==> src/rtl/loader_pkg.sv <==
// Shared types and helpers for the UART program loader.
// Covers the loader state encoding, header length and word/checksum helpers.
package loader_pkg;

  typedef enum logic [2:0] {
    LEN0 = 3'd0,
    LEN1 = 3'd1,
    DATA = 3'd2,
    CSUM = 3'd3,
    DONE = 3'd4,
    ERR  = 3'd5
  } state_t;

  localparam int LEN_BYTES  = 2;
  localparam int BYTE_IDX_W = 3;

  function automatic int bytes_per_word(input int word_width);
    return word_width / 8;
  endfunction

  function automatic logic [7:0] csum_update(input logic [7:0] acc, input logic [7:0] rx_byte);
    return acc ^ rx_byte;
  endfunction

endpackage

==> src/rtl/uart_prog_loader_word_assembler.sv <==
// Places one received byte into its lane of the word being assembled.
// The lane follows arrival order and the configured byte order.
module word_assembler
  import loader_pkg::*;
#(
  parameter int WORD_WIDTH = 32,
  parameter bit BIG_ENDIAN = 1'b0
) (
  input  logic [WORD_WIDTH-1:0] partial_word,
  input  logic [7:0]            rx_byte,
  input  logic [BYTE_IDX_W-1:0] byte_idx,
  output logic [WORD_WIDTH-1:0] asm_word,
  output logic                  last_byte
);

  localparam int BPW = bytes_per_word(WORD_WIDTH);

  logic [BYTE_IDX_W-1:0] lane_s;

  // Select the destination lane and merge the byte into the partial word.
  always_comb begin
    if (BIG_ENDIAN) begin
      lane_s = BYTE_IDX_W'(BPW - 1) - byte_idx;
    end else begin
      lane_s = byte_idx;
    end
    asm_word = partial_word;
    asm_word[8*lane_s +: 8] = rx_byte;
  end

  assign last_byte = (byte_idx == BYTE_IDX_W'(BPW - 1));

endmodule

==> src/rtl/uart_prog_loader.sv <==
// Boot loader: parses a length-prefixed image from the UART byte stream,
// writes words to instruction memory and releases the CPU once verified.
module uart_prog_loader
  import loader_pkg::*;
#(
  parameter int WORD_WIDTH  = 32,
  parameter int DEPTH       = 64,
  parameter int ADDR_WIDTH  = $clog2(DEPTH),
  parameter bit BIG_ENDIAN  = 1'b0,
  parameter bit CHECKSUM_EN = 1'b1
) (
  input  logic                  clk,
  input  logic                  rst,
  input  logic                  rx_valid,
  input  logic [7:0]            rx_data,
  input  logic                  reload,
  output logic                  mem_we,
  output logic [ADDR_WIDTH-1:0] mem_addr,
  output logic [WORD_WIDTH-1:0] mem_wdata,
  output logic                  cpu_rst,
  output logic                  load_done,
  output logic                  load_err,
  output logic [15:0]           word_count
);

  localparam int HDR_W = 8 * LEN_BYTES;

  state_t                state_r, state_nx_s;
  logic [7:0]            len_lo_r;
  logic [HDR_W-1:0]      n_hdr_s;
  logic [HDR_W-1:0]      n_words_r;
  logic [15:0]           widx_r;
  logic [BYTE_IDX_W-1:0] byte_idx_r;
  logic [WORD_WIDTH-1:0] word_r, word_nx_s;
  logic [7:0]            csum_r;
  logic                  last_byte_s, data_byte_s, word_done_s, last_word_s, reload_ok_s;
  logic                  cpu_rst_s, load_done_s, load_err_s;
  logic                  mem_we_r, cpu_rst_r, load_done_r, load_err_r;
  logic [ADDR_WIDTH-1:0] mem_addr_r;
  logic [WORD_WIDTH-1:0] mem_wdata_r;
  logic [15:0]           word_count_r;

  word_assembler #(
    .WORD_WIDTH (WORD_WIDTH),
    .BIG_ENDIAN (BIG_ENDIAN)
  ) u_asm (
    .partial_word (word_r),
    .rx_byte      (rx_data),
    .byte_idx     (byte_idx_r),
    .asm_word     (word_nx_s),
    .last_byte    (last_byte_s)
  );

  assign n_hdr_s     = {rx_data, len_lo_r};
  assign data_byte_s = rx_valid & (state_r == DATA);
  assign word_done_s = data_byte_s & last_byte_s;
  assign last_word_s = (widx_r == (n_words_r - 16'd1));
  assign reload_ok_s = reload & ((state_r == DONE) | (state_r == ERR));

  // State register.
  always_ff @(posedge clk or negedge rst) begin
    if (!rst) begin
      state_r <= LEN0;
    end else begin
      state_r <= state_nx_s;
    end
  end

  // Next-state decode.
  always_comb begin
    state_nx_s = state_r;
    case (state_r)
      LEN0: begin
        if (rx_valid) state_nx_s = LEN1;
        else          state_nx_s = state_r;
      end
      LEN1: begin
        if (!rx_valid)                               state_nx_s = state_r;
        else if ({16'd0, n_hdr_s} > 32'(DEPTH))      state_nx_s = ERR;
        else if (n_hdr_s == 16'd0)                   state_nx_s = CHECKSUM_EN ? CSUM : DONE;
        else                                         state_nx_s = DATA;
      end
      DATA: begin
        if (word_done_s && last_word_s) state_nx_s = CHECKSUM_EN ? CSUM : DONE;
        else                            state_nx_s = state_r;
      end
      CSUM: begin
        if (!rx_valid)              state_nx_s = state_r;
        else if (rx_data == csum_r) state_nx_s = DONE;
        else                        state_nx_s = ERR;
      end
      DONE, ERR: begin
        if (reload) state_nx_s = LEN0;
        else        state_nx_s = state_r;
      end
      default: state_nx_s = ERR;
    endcase
  end

  // Status outputs decoded from the state being entered, then registered.
  always_comb begin
    cpu_rst_s   = 1'b1;
    load_done_s = 1'b0;
    load_err_s  = 1'b0;
    case (state_nx_s)
      DONE: begin
        cpu_rst_s   = 1'b0;
        load_done_s = 1'b1;
      end
      ERR:     load_err_s = 1'b1;
      default: cpu_rst_s  = 1'b1;
    endcase
  end

  // Status output registers.
  always_ff @(posedge clk or negedge rst) begin
    if (!rst) begin
      cpu_rst_r   <= 1'b1;
      load_done_r <= 1'b0;
      load_err_r  <= 1'b0;
    end else begin
      cpu_rst_r   <= cpu_rst_s;
      load_done_r <= load_done_s;
      load_err_r  <= load_err_s;
    end
  end

  // Header capture, word assembly, checksum and memory write sequencing.
  always_ff @(posedge clk or negedge rst) begin
    if (!rst) begin
      len_lo_r     <= 8'd0;
      n_words_r    <= 16'd0;
      widx_r       <= 16'd0;
      byte_idx_r   <= '0;
      word_r       <= '0;
      csum_r       <= 8'd0;
      mem_we_r     <= 1'b0;
      mem_addr_r   <= '0;
      mem_wdata_r  <= '0;
      word_count_r <= 16'd0;
    end else begin
      mem_we_r <= word_done_s;
      if (reload_ok_s) begin
        word_count_r <= 16'd0;
        mem_addr_r   <= '0;
        csum_r       <= 8'd0;
        byte_idx_r   <= '0;
        widx_r       <= 16'd0;
      end else begin
        if ((state_r == LEN0) && rx_valid) len_lo_r <= rx_data;
        if ((state_r == LEN1) && rx_valid) begin
          n_words_r  <= n_hdr_s;
          byte_idx_r <= '0;
          widx_r     <= 16'd0;
        end
        if (data_byte_s) begin
          word_r     <= word_nx_s;
          csum_r     <= csum_update(csum_r, rx_data);
          byte_idx_r <= last_byte_s ? '0 : byte_idx_r + BYTE_IDX_W'(1);
        end
        if (word_done_s) begin
          mem_wdata_r <= word_nx_s;
          widx_r      <= widx_r + 16'd1;
        end
        // The address holds at the top cell so nothing past DEPTH-1 is ever presented.
        if (mem_we_r) begin
          word_count_r <= word_count_r + 16'd1;
          if (mem_addr_r != ADDR_WIDTH'(DEPTH - 1)) mem_addr_r <= mem_addr_r + ADDR_WIDTH'(1);
        end
      end
    end
  end

  assign mem_we     = mem_we_r;
  assign mem_addr   = mem_addr_r;
  assign mem_wdata  = mem_wdata_r;
  assign cpu_rst    = cpu_rst_r;
  assign load_done  = load_done_r;
  assign load_err   = load_err_r;
  assign word_count = word_count_r;

endmodule

==> config.mk <==
export PLATFORM = sky130hd
export DESIGN_NAME = uart_prog_loader
export DESIGN_NICKNAME = d
export VERILOG_FILES = /design/src/rtl/loader_pkg.sv /design/src/rtl/uart_prog_loader_word_assembler.sv /design/src/rtl/uart_prog_loader.sv
export SDC_FILE = /design/constraint.sdc
export NUM_CORES = 1
export LEC_CHECK = 0
export ABC_AREA = 0
export CORE_ASPECT_RATIO = 0.5
export CORE_UTILIZATION = 56
export DETAILED_ROUTE_END_ITERATION = 10
export GPL_TIMING_DRIVEN = 1
export MAX_ROUTING_LAYER = met4
export PLACE_DENSITY_LB_ADDON = 0.12
export SYNTH_ARGS = -nofsm -noshare
export SYNTH_HDL_FRONTEND = slang
export SYNTH_HIERARCHICAL = 1
export SYNTH_SLANG_ARGS = --single-unit
==> constraint.sdc <==
create_clock -name clk -period 3 [get_ports clk]
set_input_delay 0.6 -clock clk [delete_from_list [all_inputs] [get_ports clk]]
set_output_delay 0.6 -clock clk [all_outputs]
set_load 0.05 [all_outputs]
==> results of run 1 <==
==> registers in the layout, summed over array words and instances, names as in the netlist, 3 cells and up <==
name and flops:
mem_wdata 32, byte_idx_r 3, n_words_r 16, word_count 16
word_r 32, csum_r 8, mem_addr 6, widx_r 16
len_lo_r 8, state_r 3
==> final cells by class <==
type,instances,share of cell area
clock buffer,20,0.0522
multi-input combinational,541,0.376
clock inverter,12,0.0186
tap,165,0.0241
inverter,11,0.00483
sequential,144,0.421
timing repair buffer,92,0.103
==> worst min-delay path by stage <==
stage                                            to  slack, ns  depth (start not counted)
after floorplan           byte_idx_r[0]$_DFFE_PN0P_       0.30                          0
after global placement        word_r[0]$_DFFE_PN0P_       0.45                          2
after detailed placement     word_r[30]$_DFFE_PN0P_       0.46                          2
after CTS                 word_count[5]$_DFFE_PN0P_       0.16                          1
after global routing      word_count[4]$_DFFE_PN0P_       0.18                          1
final                     word_count[4]$_DFFE_PN0P_       0.14                          1
==> synthesized netlist by cell type, types with 3 or more instances <==
master,instances,share of area
ha_1,8,0.014
o31ai_1,5,0.0054
nand2b_1,4,0.0036
nor2_1,39,0.021
nor2b_1,4,0.0036
nand3_1,22,0.016
buf_1,5,0.0027
nor4_1,5,0.0045
xnor2_1,30,0.038
mux2_2,54,0.087
clkbuf_1,19,0.010
or4_4,3,0.0049
nand3b_1,3,0.0032
xor2_1,26,0.033
nand4_1,10,0.0090
nand2_1,239,0.13
a21oi_1,10,0.0072
nor3_1,9,0.0065
dfrtp_1,143,0.51
o21ai_0,30,0.022
inv_1,9,0.0049
mux2i_1,4,0.0058
or3_1,7,0.0063
==> per-layer routing <==
metal	routed length, µm	vias up	global-route usage
li1	-	2576	-
met2	7360	158	0.437
met3	793	17	0.0516
met4	165	0	0.0856
met5	0	-	-
met1	7580	2651	0.366
==> stage by stage <==
| stage | hold WS, ns | cells | power, mW | setup slack [ns] | utilization |
|---|---|---|---|---|---|
| after floorplan | 0.304 | 722 | 3.09 | 0.670 | - |
| after global placement | 0.451 | 953 | 3.43 | 0.308 | 0.665 |
| after detailed placement | 0.459 | 953 | 3.47 | 0.234 | 0.665 |
| after CTS | 0.165 | 985 | 5.65 | 0.491 | 0.716 |
| after global routing | 0.181 | 985 | 5.86 | 0.350 | 0.716 |
| final | 0.138 | 985 | 5.62 | 0.496 | 0.716 |
==> cells by family after synthesis <==
logic type	Yosys count	synth area share
buffers and inverters	37	0.0203
and+or+nand+nor	358	0.228
DFF	144	0.519
xor gates and xnor gates	56	0.0706
adders and majority gates	8	0.0144
muxes	58	0.0932
AOI/OAI and AO/OA	61	0.0544
==> power groups by stage <==
stage               logic [mW]  registers [mW]  clock network, mW
CTS                       1.03            2.42               2.20
finish                    1.03            2.42               2.17
floorplan                0.693            2.40                  0
detailed placement        1.02            2.45                  0
global route              1.12            2.45               2.29
global placement         0.994            2.43                  0
==> impl_results.md, run 1 <==
* Commonest non-fill, non-tap cells in the layout: nand2_1 (239), dfrtp_1 (143), clkdlybuf4s50_1 (68)
* Worst-margin pin slew at 0.962 ns
* First-pass GRT wire length at 26500 µm
* Setup slack, reg-to-reg at 0.50 ns
* CP Class: flop to flop
* Post-synth EDFFs at 0
* RR Endpoint: word_r[5]$_DFFE_PN0P_
* Initial antenna violation count at 0
* P_int at 3.98 mW
* Max cap viols at 0
* Final Instance Area at 8550 µm²
* Slew HR at 0.352
* Core area at 11900 µm²
* Distinct cell type count after synthesis at 53
* Post-route DRC at 0
* Max Clock Freq at 0.399 GHz
* Final #Nets at 827
* Vias per cell at 5.48
* CTS tree: done
* # hold bufs at CTS at 0
* Avg Synthesized Cell Area at 9.63 µm²
* CTS buffer count at 17
* Commonest non-fill, non-tap cell in the layout: nand2_1
* Maximum clock skew at final layout at 0.00872 ns
* TNS Setup at 0 ns
* Drt pass-1 iters at 6
* Switch share at 0.292
* DR iter-0 viols at 476
* Antenna-violating nets left at 0
* Buf/Inv on CP at 1
* Area of the multi-input gates at 3220 µm²
* Seq pwr share at 0.430
* Crit path time final at 2.50 ns
* Post-synthesis cell count at 722
* Die Wd at 160 µm
* Leakage at 3.95 nW
* Clk sinks at 144
* Post-synth ARST share at 1.00
* CP delay by family, top: simple AND/OR/NAND/NOR gates
* Congestion Overflow GR at 0
* Switch Pwr at 1.64 mW
* Clock transition at the registers of the reported paths at 0.06 ns
* Post-Route WL at 15900 µm
* Bufs on Longest Clock Path at 2
* Port bufs at 69
* Vias in the first global route at 5122
* Core Rows at 28
* Seq cells post-synth at 144
* Sequential cell area at 3600 µm²
* Post-DP Area at 7950 µm²
* Critical Path Sink: word_r[5]$_DFFE_PN0P_
* Crit start category: flop
* Worst hold path class: input port to async pin
* Largest net degree at the start of global routing at 59
* Full die area at 12900 µm²
* Warnings from Yosys at 6
* H-tree depth at 4
* Dpl hpwl at 10600 µm
* Clk Latency, worst-skew pair at 0.42 ns
* ANT cells at 0
* Fraction of layout cells with a size suffix above 1 at 0.149
* IO Count at 70
* Routed length per instance at 16.1 µm
* Cell Chain, Critical Path: inv_2 > ha_1 > ha_1 > nor2_1 > nand4_1 > mux2_2 > nand2_1 > nand2_1
* WP data required at 3.31 ns
* Outcome: finished clean
* Mapped cell area at 6950 µm²
* Fill cells at 893
* Via count at 5402
* Post-CTS setup buffer count at 0
* Area Growth Syn to Fin at 23.1%
* Setup Viol. Count Final at 0
* Critical Path AT at 2.82 ns
* Fin. Hold Viols at 0
* Comb pwr share at 0.183
* Gpl congestion at 0.893
* Power Density at 657 nW/µm²
* CP max FO at 8
* Tcrit/Tclk final at 0.835
* CTS root buffer: clkbuf_16
* Peak supply drop at 0.416 mV
* PostCTS Resize Cnt at 0
* Synth Flop Type: dfrtp_1
* Share of power burned in the clock network at 0.387
* Syn Nets at 742
* Die H at 80.8 µm
* Unrepaired setup endpoints after global routing: no
* Slowest-stage cell, CP: dfrtp_1
* Reg-to-Reg Start: byte_idx_r[0]$_DFFE_PN0P_
* Critical path's largest stage delay at 0.51 ns
* CP Capture Type: flop
* Initial Util at 0.582
* WP depth at 8
* Register area share after synthesis at 0.519
* Max-slew violations at 0
* Reg2Reg Depth at 8
* GRT Total Usage at 0.276
* Worst Setup SP: byte_idx_r[0]$_DFFE_PN0P_
No activity file was read; power rests on OpenSTA's default activity.
==> run 2, diff against run 1 <==
- CORE_UTILIZATION: 56 -> 52
- clock period: 3 -> 2.1 ns (I/O delays scaled with it)
==> impl_results.md, run 2 (synthesis results as in run 1) <==
* Peak supply drop at 0.601 mV
* Full die area at 13900 µm²
* CTS root buffer: clkbuf_16
* Setup Viol. Count Final at 1
* Core Rows at 29
* Antenna-violating nets left at 0
* Hold Crit Start: word_r[31]$_DFFE_PN0P_
* Metal-1 WL at 7750 µm
* CTS tree: done
* WL met3 at 756 µm
* Congestion Overflow GR at 0
* Reg2Reg Depth at 5
* Reg-to-Reg Start: n_words_r[0]$_DFFE_PN0P_
* Overall Power at 8.27 mW
* Bufs on Longest Clock Path at 2
* Non-Filler Instances at 1043
* Clk sinks at 144
* Clock transition at the registers of the reported paths at 0.06 ns
* Setup slack, reg-to-reg at -0.20 ns
* CP max FO at 3
* CTS buffer count at 17
* Comb pwr share at 0.239
* DR iter-0 viols at 382
* Die Wd at 166 µm
* Leakage at 4.54 nW
* Max cap viols at 0
* IO Count at 70
* Vias per cell at 5.38
* Critical Path AT at 2.62 ns
* Outcome: finished with violations
* Clk Latency, worst-skew pair at 0.42 ns
* Final #Nets at 880
* P_int at 5.77 mW
* Hold path depth at 2
* Worst-margin pin slew at 0.528 ns
* Initial Util at 0.541
* Commonest non-fill, non-tap cell in the layout: nand2_1
* Tcrit/Tclk final at 1.09
* Core area at 12800 µm²
* Fraction of layout cells with a size suffix above 1 at 0.218
* Area Growth Syn to Fin at 31.5%
* Die H at 83.8 µm
* TNS Setup at -0.197 ns
* Via count at 5612
* Hold EP: word_r[31]$_DFFE_PN0P_
* DP Worst Slack at -0.401 ns
* WP data required at 2.42 ns
* Post-route DRC at 13
* Setup WS post-layout at -0.197 ns
* Port bufs at 69
* Failing checks: design-rule violations, negative setup slack
* Switch Pwr at 2.50 mW
* Post-Route WL at 16200 µm
* Gpl congestion at 0.907
* Slew HR at 0.647
* Final Instance Area at 9140 µm²
* Routed length per instance at 15.6 µm
* Unrepaired setup endpoints after global routing: yes
* Worst hold path class: flop to flop
* Seq pwr share at 0.403
* CP Class: flop to flop
* Max-slew violations at 0
* Switch share at 0.302
* Met2 routed WL at 7560 µm
* Share of power burned in the clock network at 0.358
* Power Density at 905 nW/µm²
* CP Capture Type: flop
* Initial antenna violation count at 0
* H-tree depth at 4
* Drt pass-1 iters at 7
* Crit path time final at 2.30 ns
* Post-DP Area at 8400 µm²
* Maximum clock skew at final layout at 0.0114 ns
* Vias in the first global route at 5315
* First-pass GRT wire length at 27000 µm
* Fin. Hold Viols at 0
* RR Endpoint: state_r[0]$_DFF_PN0_
* Dpl hpwl at 11200 µm
* Placed insts at 1008
* GRT Total Usage at 0.260
* ANT cells at 0
* Commonest non-fill, non-tap cells in the layout: nand2_1 (236), dfrtp_1 (143), buf_4 (69)
* Top Layer Used: met4
* Max Clock Freq at 0.435 GHz
* Largest net degree at the start of global routing at 52
* Crit start category: flop
-- run 2: changes by cell type in the layout (fill, tap and decap cells not counted), sizes merged, moves of 2 or more --
| cell | previous run | this run |
|---|---|---|
| buf | 24 | 77 |
| clkdlybuf4s50 | 68 | 48 |
| dlymetal6s2s | 0 | 15 |
| inv | 12 | 17 |
| dlygate4sd2 | 0 | 4 |
| clkinvlp | 5 | 2 |
| bufinv | 3 | 1 |
| clkbuf | 20 | 18 |
| clkinv | 3 | 5 |
-- run 2: per-layer routing --
metal / track usage / up-vias
li1: - / 2689
met1: 0.373 / 2759
met2: 0.378 / 145
met3: 0.0467 / 19
met4: 0.0760 / 0
met5: - / -
-- run 2: critical path: stages, from the launching register on --
cell and delay (ns):
dfrtp_1 0.39, or3_4 0.39, or4_4 0.51, buf_4 0.16
o41a_2 0.47, o41ai_2 0.31
-- run 2: worst max path at each step --
| stage | to | slack [ns] | from | depth (start not counted) |
|---|---|---|---|---|
| floorplan | state_r[0]$_DFF_PN0_ | -0.19 | n_words_r[0]$_DFFE_PN0P_ | 6 |
| global placement | state_r[0]$_DFF_PN0_ | -0.35 | rx_data[6] | 8 |
| detailed placement | state_r[0]$_DFF_PN0_ | -0.40 | rx_data[6] | 8 |
| CTS | state_r[0]$_DFF_PN0_ | -0.22 | n_words_r[5]$_DFFE_PN0P_ | 6 |
| global route | state_r[0]$_DFF_PN0_ | -0.28 | n_words_r[0]$_DFFE_PN0P_ | 6 |
| finish | state_r[0]$_DFF_PN0_ | -0.20 | n_words_r[0]$_DFFE_PN0P_ | 5 |
-- run 2: timing repair --
action                                  CTS  global route
pin swaps                                 1             5
endpoints found under the setup margin    7            65
gates resized for setup                   6            36
hold buffers                              1             0
buffers inserted                          1             1
hold endpoints to repair                 47             0
-- run 2: per-stage QoR --
step / hold WS, ns / utilization
4_1_cts: 0.474 / 0.701
3_3_place_gp: 0.397 / 0.654
3_5_place_dp: 0.402 / 0.654
2_1_floorplan: 0.124 / -
5_1_grt: 0.485 / 0.712
6_report: 0.472 / 0.712
-- run 2: cell type report --
class | count | area [µm²]
Tap cell | 170 | 213
Clock inverter | 14 | 146
Timing Repair Buffer | 145 | 1370
Inverter | 11 | 41.3
Clock buffer | 18 | 439
Fill cell | 992 | 3700
Sequential cell | 144 | 3600
Multi-Input combinational cell | 541 | 3320
-- run 2: power groups by stage --
stage               Sequential, mW  Clock (mW)  Combinational (mW)
finish                        3.34        2.96                1.98
global route                  3.37        3.15                2.14
CTS                           3.33        3.02                1.94
detailed placement            3.38           0                1.92
global placement              3.36           0                1.89
floorplan                     3.42           0               0.998
==> run 3, diff against run 2 <==
- CTS_CLUSTER_SIZE: not set -> 24
==> results of run 3 <==
No change in the layout: final DEF, timing and power equal those of run 2.
